==> src/rtl/som_pkg.sv <==
// Shared types and constants for the SOM epoch scheduler and its neighbourhood mask generator.
package som_pkg;

  localparam int VEP_DIM   = 8;
  localparam int VEP_NUM   = 64;
  localparam int PIX_CNT_W = 13;

  typedef enum logic [2:0] {
    S_IDLE,
    S_START_PASS,
    S_TRAIN,
    S_EPOCH_END,
    S_WRITE_START,
    S_WRITE,
    S_DONE
  } state_t;

  // Zero-extended to 4 bits so the distance never wraps at the array edges.
  function automatic logic [3:0] abs_diff(input logic [2:0] a, input logic [2:0] b);
    logic [3:0] ea;
    logic [3:0] eb;
    ea = {1'b0, a};
    eb = {1'b0, b};
    return (ea >= eb) ? (ea - eb) : (eb - ea);
  endfunction

endpackage

==> src/rtl/som_nbr_mask.sv <==
// Registered Chebyshev-neighbourhood mask around the winning VEP, one cycle after win_valid.
module som_nbr_mask
  import som_pkg::*;
(
  input  logic               clk,
  input  logic               rst,
  input  logic               win_valid,
  input  logic [2:0]         winner_x,
  input  logic [2:0]         winner_y,
  input  logic [2:0]         radius,
  output logic [VEP_NUM-1:0] nbr_mask,
  output logic               nbr_valid
);

  logic [VEP_NUM-1:0] mask_next;

  always_comb begin
    mask_next = '0;
    for (int y = 0; y < VEP_DIM; y++) begin
      for (int x = 0; x < VEP_DIM; x++) begin
        mask_next[y*VEP_DIM+x] = (abs_diff(3'(x), winner_x) <= {1'b0, radius}) &&
                                 (abs_diff(3'(y), winner_y) <= {1'b0, radius});
      end
    end
  end

  // The mask is only reloaded on a new winner so it holds between updates.
  always_ff @(posedge clk or posedge rst) begin
    if (rst) begin
      nbr_valid <= 1'b0;
      nbr_mask  <= '0;
    end else begin
      nbr_valid <= win_valid;
      if (win_valid) nbr_mask <= mask_next;
    end
  end

endmodule

==> src/rtl/som_train_sched.sv <==
// Epoch scheduler: sequences training passes and the final write pass, and decays
// learning-rate shift and neighbourhood radius once per epoch.
module som_train_sched
  import som_pkg::*;
#(
  parameter int PIX_CNT       = 4096,
  parameter int RADIUS_INIT   = 3,
  parameter int LR_SHIFT_INIT = 1,
  parameter int LR_SHIFT_MAX  = 6
) (
  input  logic               clk,
  input  logic               rst,
  input  logic               start,
  input  logic [3:0]         cfg_epochs,
  output logic               pass_start,
  output logic               pass_write,
  input  logic               pix_valid,
  input  logic               pass_done,
  input  logic               win_valid,
  input  logic [2:0]         winner_x,
  input  logic [2:0]         winner_y,
  output logic [VEP_NUM-1:0] nbr_mask,
  output logic               nbr_valid,
  output logic               update_en,
  output logic [2:0]         lr_shift,
  output logic [2:0]         radius,
  output logic [3:0]         epoch,
  output logic               busy,
  output logic               done,
  output logic               err_pixcnt
);

  localparam logic [PIX_CNT_W-1:0] PIX_TARGET = PIX_CNT_W'(PIX_CNT);

  state_t               state;
  logic [3:0]           cfg_lat;
  logic [PIX_CNT_W-1:0] pix_cnt;
  logic [PIX_CNT_W-1:0] pix_cnt_next;
  logic [3:0]           epoch_inc;

  // Saturating count that already includes a pix_valid arriving with pass_done.
  always_comb begin
    pix_cnt_next = pix_cnt;
    if (pix_valid && (pix_cnt != '1)) pix_cnt_next = pix_cnt + 1'b1;
    epoch_inc = epoch + 4'd1;
  end

  // Outputs are set on the transition into a state so they line up with it.
  always_ff @(posedge clk or posedge rst) begin
    if (rst) begin
      state      <= S_IDLE;
      cfg_lat    <= '0;
      pix_cnt    <= '0;
      epoch      <= '0;
      lr_shift   <= 3'(LR_SHIFT_INIT);
      radius     <= 3'(RADIUS_INIT);
      pass_start <= 1'b0;
      pass_write <= 1'b0;
      busy       <= 1'b0;
      done       <= 1'b0;
      err_pixcnt <= 1'b0;
    end else begin
      pass_start <= 1'b0;
      case (state)
        S_IDLE, S_DONE: begin
          if (start) begin
            cfg_lat    <= cfg_epochs;
            err_pixcnt <= 1'b0;
            epoch      <= '0;
            lr_shift   <= 3'(LR_SHIFT_INIT);
            radius     <= 3'(RADIUS_INIT);
            done       <= 1'b0;
            busy       <= 1'b1;
            pix_cnt    <= '0;
            pass_start <= 1'b1;
            if (cfg_epochs == 4'd0) begin
              state      <= S_WRITE_START;
              pass_write <= 1'b1;
            end else begin
              state      <= S_START_PASS;
              pass_write <= 1'b0;
            end
          end
        end
        S_START_PASS: state <= S_TRAIN;
        S_TRAIN: begin
          pix_cnt <= pix_cnt_next;
          if (pass_done) begin
            if (pix_cnt_next != PIX_TARGET) err_pixcnt <= 1'b1;
            state <= S_EPOCH_END;
          end
        end
        S_EPOCH_END: begin
          epoch      <= epoch_inc;
          pix_cnt    <= '0;
          pass_start <= 1'b1;
          if (epoch_inc == cfg_lat) begin
            state      <= S_WRITE_START;
            pass_write <= 1'b1;
          end else begin
            state      <= S_START_PASS;
            pass_write <= 1'b0;
            if (lr_shift < 3'(LR_SHIFT_MAX)) lr_shift <= lr_shift + 3'd1;
            if (radius != 3'd0) radius <= radius - 3'd1;
          end
        end
        S_WRITE_START: state <= S_WRITE;
        S_WRITE: begin
          pix_cnt <= pix_cnt_next;
          if (pass_done) begin
            if (pix_cnt_next != PIX_TARGET) err_pixcnt <= 1'b1;
            state <= S_DONE;
            done  <= 1'b1;
            busy  <= 1'b0;
          end
        end
        default: state <= S_IDLE;
      endcase
    end
  end

  always_ff @(posedge clk or posedge rst) begin
    if (rst) update_en <= 1'b0;
    else     update_en <= win_valid && (state == S_TRAIN);
  end

  som_nbr_mask u_nbr_mask (
    .clk       (clk),
    .rst       (rst),
    .win_valid (win_valid),
    .winner_x  (winner_x),
    .winner_y  (winner_y),
    .radius    (radius),
    .nbr_mask  (nbr_mask),
    .nbr_valid (nbr_valid)
  );

endmodule

==> config.mk <==
export PLATFORM = sky130hd
export DESIGN_NAME = som_train_sched
export DESIGN_NICKNAME = d
export VERILOG_FILES = /design/src/rtl/som_pkg.sv /design/src/rtl/som_nbr_mask.sv /design/src/rtl/som_train_sched.sv
export SDC_FILE = /design/constraint.sdc
export NUM_CORES = 1
export LEC_CHECK = 0
export ABC_AREA = 1
export CAP_MARGIN = 20
export CORE_ASPECT_RATIO = 1.2
export CORE_MARGIN = 10
export CORE_UTILIZATION = 54
export CTS_CLUSTER_SIZE = 12
export DETAILED_ROUTE_END_ITERATION = 10
export PLACE_DENSITY_LB_ADDON = 0.3
export SLEW_MARGIN = 10
export SYNTH_ARGS = -nofsm -noshare
export SYNTH_HDL_FRONTEND = slang
export SYNTH_SLANG_ARGS = --single-unit
==> constraint.sdc <==
create_clock -name clk -period 4.5 [get_ports clk]
set_input_delay 0.9 -clock clk [delete_from_list [all_inputs] [get_ports clk]]
set_output_delay 0.9 -clock clk [all_outputs]
set_load 0.01 [all_outputs]
==> results_dict.tcl <==
set metrics [dict create \
    drc_errors 0 \
    grt_antenna_before_repair 0 \
    synth_seq_area_share_pct 42.2 \
    cellPowerDensity_nw_per_um2 591 \
    initial_core_util_pct 54.9 \
    final-setup-viol-count 0 \
    slowest_delay_ns 0.71 \
    worst_pin_slew_ns 0.745 \
    r2r-start "radius[1]" \
    timing.fmax_ghz 0.285 \
    wirelength_um 16200 \
    hold_violations 0 \
    critPathTopFamily "buffers and inverters" \
    syn_avg_cell_area_um2 8.02 \
    areaGrowthSynthToFinish_pct 23.4 \
    io_buffers 96 \
    final_nets 930 \
    p_sw_uw 1780 \
    cts_resized 0 \
    crit_type "input port to flop" \
    clock_skew_ns 0.00718 \
    top_layer "met4" \
    seqPwrFrac_pct 34.3 \
    final_util_pct 67.8 \
    dp_hpwl_um 12200 \
    p_comb_share_pct 47.8 \
    ctsHoldBuffers 0 \
    setup_tns_ns 0 \
    synth_area_leaders "dfrtp_1 41%, nand2_1 14%, ha_1 14%, o21ai_0 9.3%, inv_1 4.4%" \
    cts.sinks 101 \
    worstSetupEndpointType "flop" \
    rows 42 \
    worstHoldEndpoint "u_nbr_mask.nbr_mask[10]" \
    reg2reg_depth 8 \
    crit_arrival_ns 3.77 \
    htreeDepth 3 \
    drv_slew 0 \
    path_clk_slew_ns 0.07 \
    cp-start-kind "input port" \
    async_flop_share_pct 100 \
    yosysMostFrequentCell "nand2_1" \
    core_um2 10900 \
    cts_buffers 9 \
    drv_cap 0 \
    ys_warn_count 0 \
    layout_setup_ws_ns 0.994 \
    synth_common_cells "224 x nand2_1, 111 x o21ai_0, 98 x dfrtp_1" \
    postCtsSetupBuffers 0 \
    yosysTopAreaCellShare_pct 40.9 \
    die_h_um 135 \
    crit_chain "clkdlybuf4s50_1, inv_1, ha_1, nand2_1, o21ai_0, ha_1, inv_1, nor2_1, o21a_1, o21ai_0, nand2_1, o21ai_0" \
    rsz0062_at_grt "no" \
    num_vias 5556 \
    grt_pass1_vias 5407 \
    synth.distinct_cells 37 \
    synthCells 748 \
    dr.pass1.iters 5 \
    synth_edf_count 0 \
    slew_headroom_pct 50.3 \
    r2r_slack_ns 2.00 \
    dr.first_iter.drc_count 543 \
    clk_latency_ns 0.35 \
    routed_via_density 5.65 \
    antenna_cells 0 \
    cpMostUsedCell "o21ai_0" \
    io_pins 97 \
    ir_drop_mv 0.284 \
    syn-num-nets 831 \
    switching_share_pct 40.7 \
    wl_met2_um 8280 \
    worstPathMaxFanout 12 \
    whs_ns 0.487 \
    leakagePower_uw 0.00354 \
    synthesis.area_um2 6000 \
    hold_path_class "flop to flop" \
    track_usage_pct 20.4 \
    ant_nets 0 \
    wl_per_cell_um 16.5 \
    pwr-share-clk_pct 17.9 \
    grt_max_degree 61 \
    internal-power_uw 2600 \
    grt_pass1_wl_um 26300 \
    synth_top_area_cell "dfrtp_1" \
    ys.flop_type "dfrtp_1" \
    reg2reg_to "u_nbr_mask.nbr_mask[19]" \
    drive_gt1_share_pct 5.28 \
    tritoncts "built" \
    cp_data_required_time_ns 4.76 \
    wl_met1_um 6550 \
    finalCritPeriodShare_pct 77.9 \
    status "complete, no violations" \
    wl_met3_um 1070 \
    cts_root_buf "clkbuf_16" \
    fp.dieW_um 116 \
    pre_cts_slack_ns 0.663 \
    path_buf_inv 3 \
    place.gp.congestion 0.931 \
    hold_start "u_nbr_mask.nbr_mask[10]" \
    min_path_cells 2 \
    grt_overflow 0 \
    crit_slowest_cell "clkdlybuf4s50_1" \
    clockBufferDepth 2 \
    synth-seq-cells 101 \
    post-route-min-period_ns 3.51 \
    die-area_um2 15700 \
]
-- worst reg2reg max path: stages, from the launching register on --
cell and delay [ns]:
dfstp_2 0.55, inv_1 0.33, ha_1 0.45, inv_1 0.06, nor2_1 0.03, o21a_1 0.16
o21ai_0 0.31, nand2_1 0.28, o21ai_0 0.25
-- worst max-delay path by stage --
stage | startpoint | endpoint | slack, ns | depth (start not counted)
2_1_floorplan | rst | busy | 0.96 | 1
3_3_place_gp | winner_x[1] | u_nbr_mask.nbr_mask[2] | 0.77 | 12
3_5_place_dp | winner_x[1] | u_nbr_mask.nbr_mask[19] | 0.66 | 12
4_1_cts | winner_x[1] | u_nbr_mask.nbr_mask[19] | 1.01 | 12
5_1_grt | winner_x[1] | u_nbr_mask.nbr_mask[48] | 0.71 | 11
6_report | winner_x[1] | u_nbr_mask.nbr_mask[19] | 0.99 | 12
-- logic make-up (layout without fill, tap and decap cells) --
logic type	count (synthesis)	in the layout	share of synthesized area (%)
multiplexers	3	3	0.521
adder cells (fa/ha/maj)	67	67	14.0
flip-flops	101	101	42.2
AO/OA/AOI/OAI	158	158	14.1
AND/OR/NAND/NOR	324	324	22.4
buffers and inverters	85	189	5.36
XOR/XNOR	10	10	1.46
-- cells in the final DEF, fill, tap and decap left out, types with 2 or more instances in the layout --
master | netlist | final
o21a_1 | 3 | 3
a32oi_1 | 2 | 2
nor3_1 | 2 | 2
o21ai_0 | 111 | 111
mux2i_1 | 2 | 2
or2_2 | 2 | 2
nand2_1 | 224 | 224
inv_6 | 0 | 2
a32o_1 | 3 | 3
nor2_4 | 2 | 2
dfstp_2 | 3 | 3
inv_2 | 4 | 4
xor2_1 | 9 | 9
nand3_1 | 39 | 39
dfrtp_1 | 98 | 98
buf_4 | 0 | 3
o211ai_1 | 3 | 3
nand4_1 | 3 | 3
o21bai_1 | 2 | 2
clkbuf_16 | 0 | 9
ha_1 | 67 | 67
o21ai_1 | 2 | 2
o22ai_1 | 5 | 5
nor2_1 | 37 | 37
nand2_2 | 7 | 7
nor2_2 | 4 | 4
a21oi_1 | 24 | 24
inv_1 | 70 | 68
clkdlybuf4s50_1 | 0 | 96
-- routing by layer --
metal,GRT usage [%],vias to the layer above
met5,0,-
met4,6.82,0
met3,3.86,27
met2,35.1,191
met1,24.9,2668
li1,-,2670
-- stage by stage --
step / instance area (µm²) / std cells / power (µW)
after global placement: 7110 / 968 / 3500
after CTS: 7410 / 984 / 4390
after floorplan: 6000 / 748 / 2580
after global routing: 7410 / 984 / 4670
after detailed placement: 7110 / 968 / 3590
final: 7410 / 984 / 4380
-- power groups by stage --
stage	logic (µW)	clock network (µW)	registers, µW
final	2090	783	1500
after global routing	2320	819	1530
after detailed placement	2080	0	1510
after floorplan	992	0	1580
after CTS	2100	785	1500
after global placement	2000	0	1500
-- area by class of cell --
type,instances,area (µm²)
inverter,74,280
multi-input combinational,562,3150
clock buffer,10,229
clock inverter,6,68.8
sequential,101,2530
tap,132,165
timing repair buffer,99,983
fill,884,3520
-- registers in the layout, indices dropped and copies added (netlist names), 3 cells and up --
register	count
u_nbr_mask.nbr_mask	64
radius	3
epoch	4
lr_shift	3
state	3
cfg_lat	4
pix_cnt	13
(Power assumes the default switching activity.)
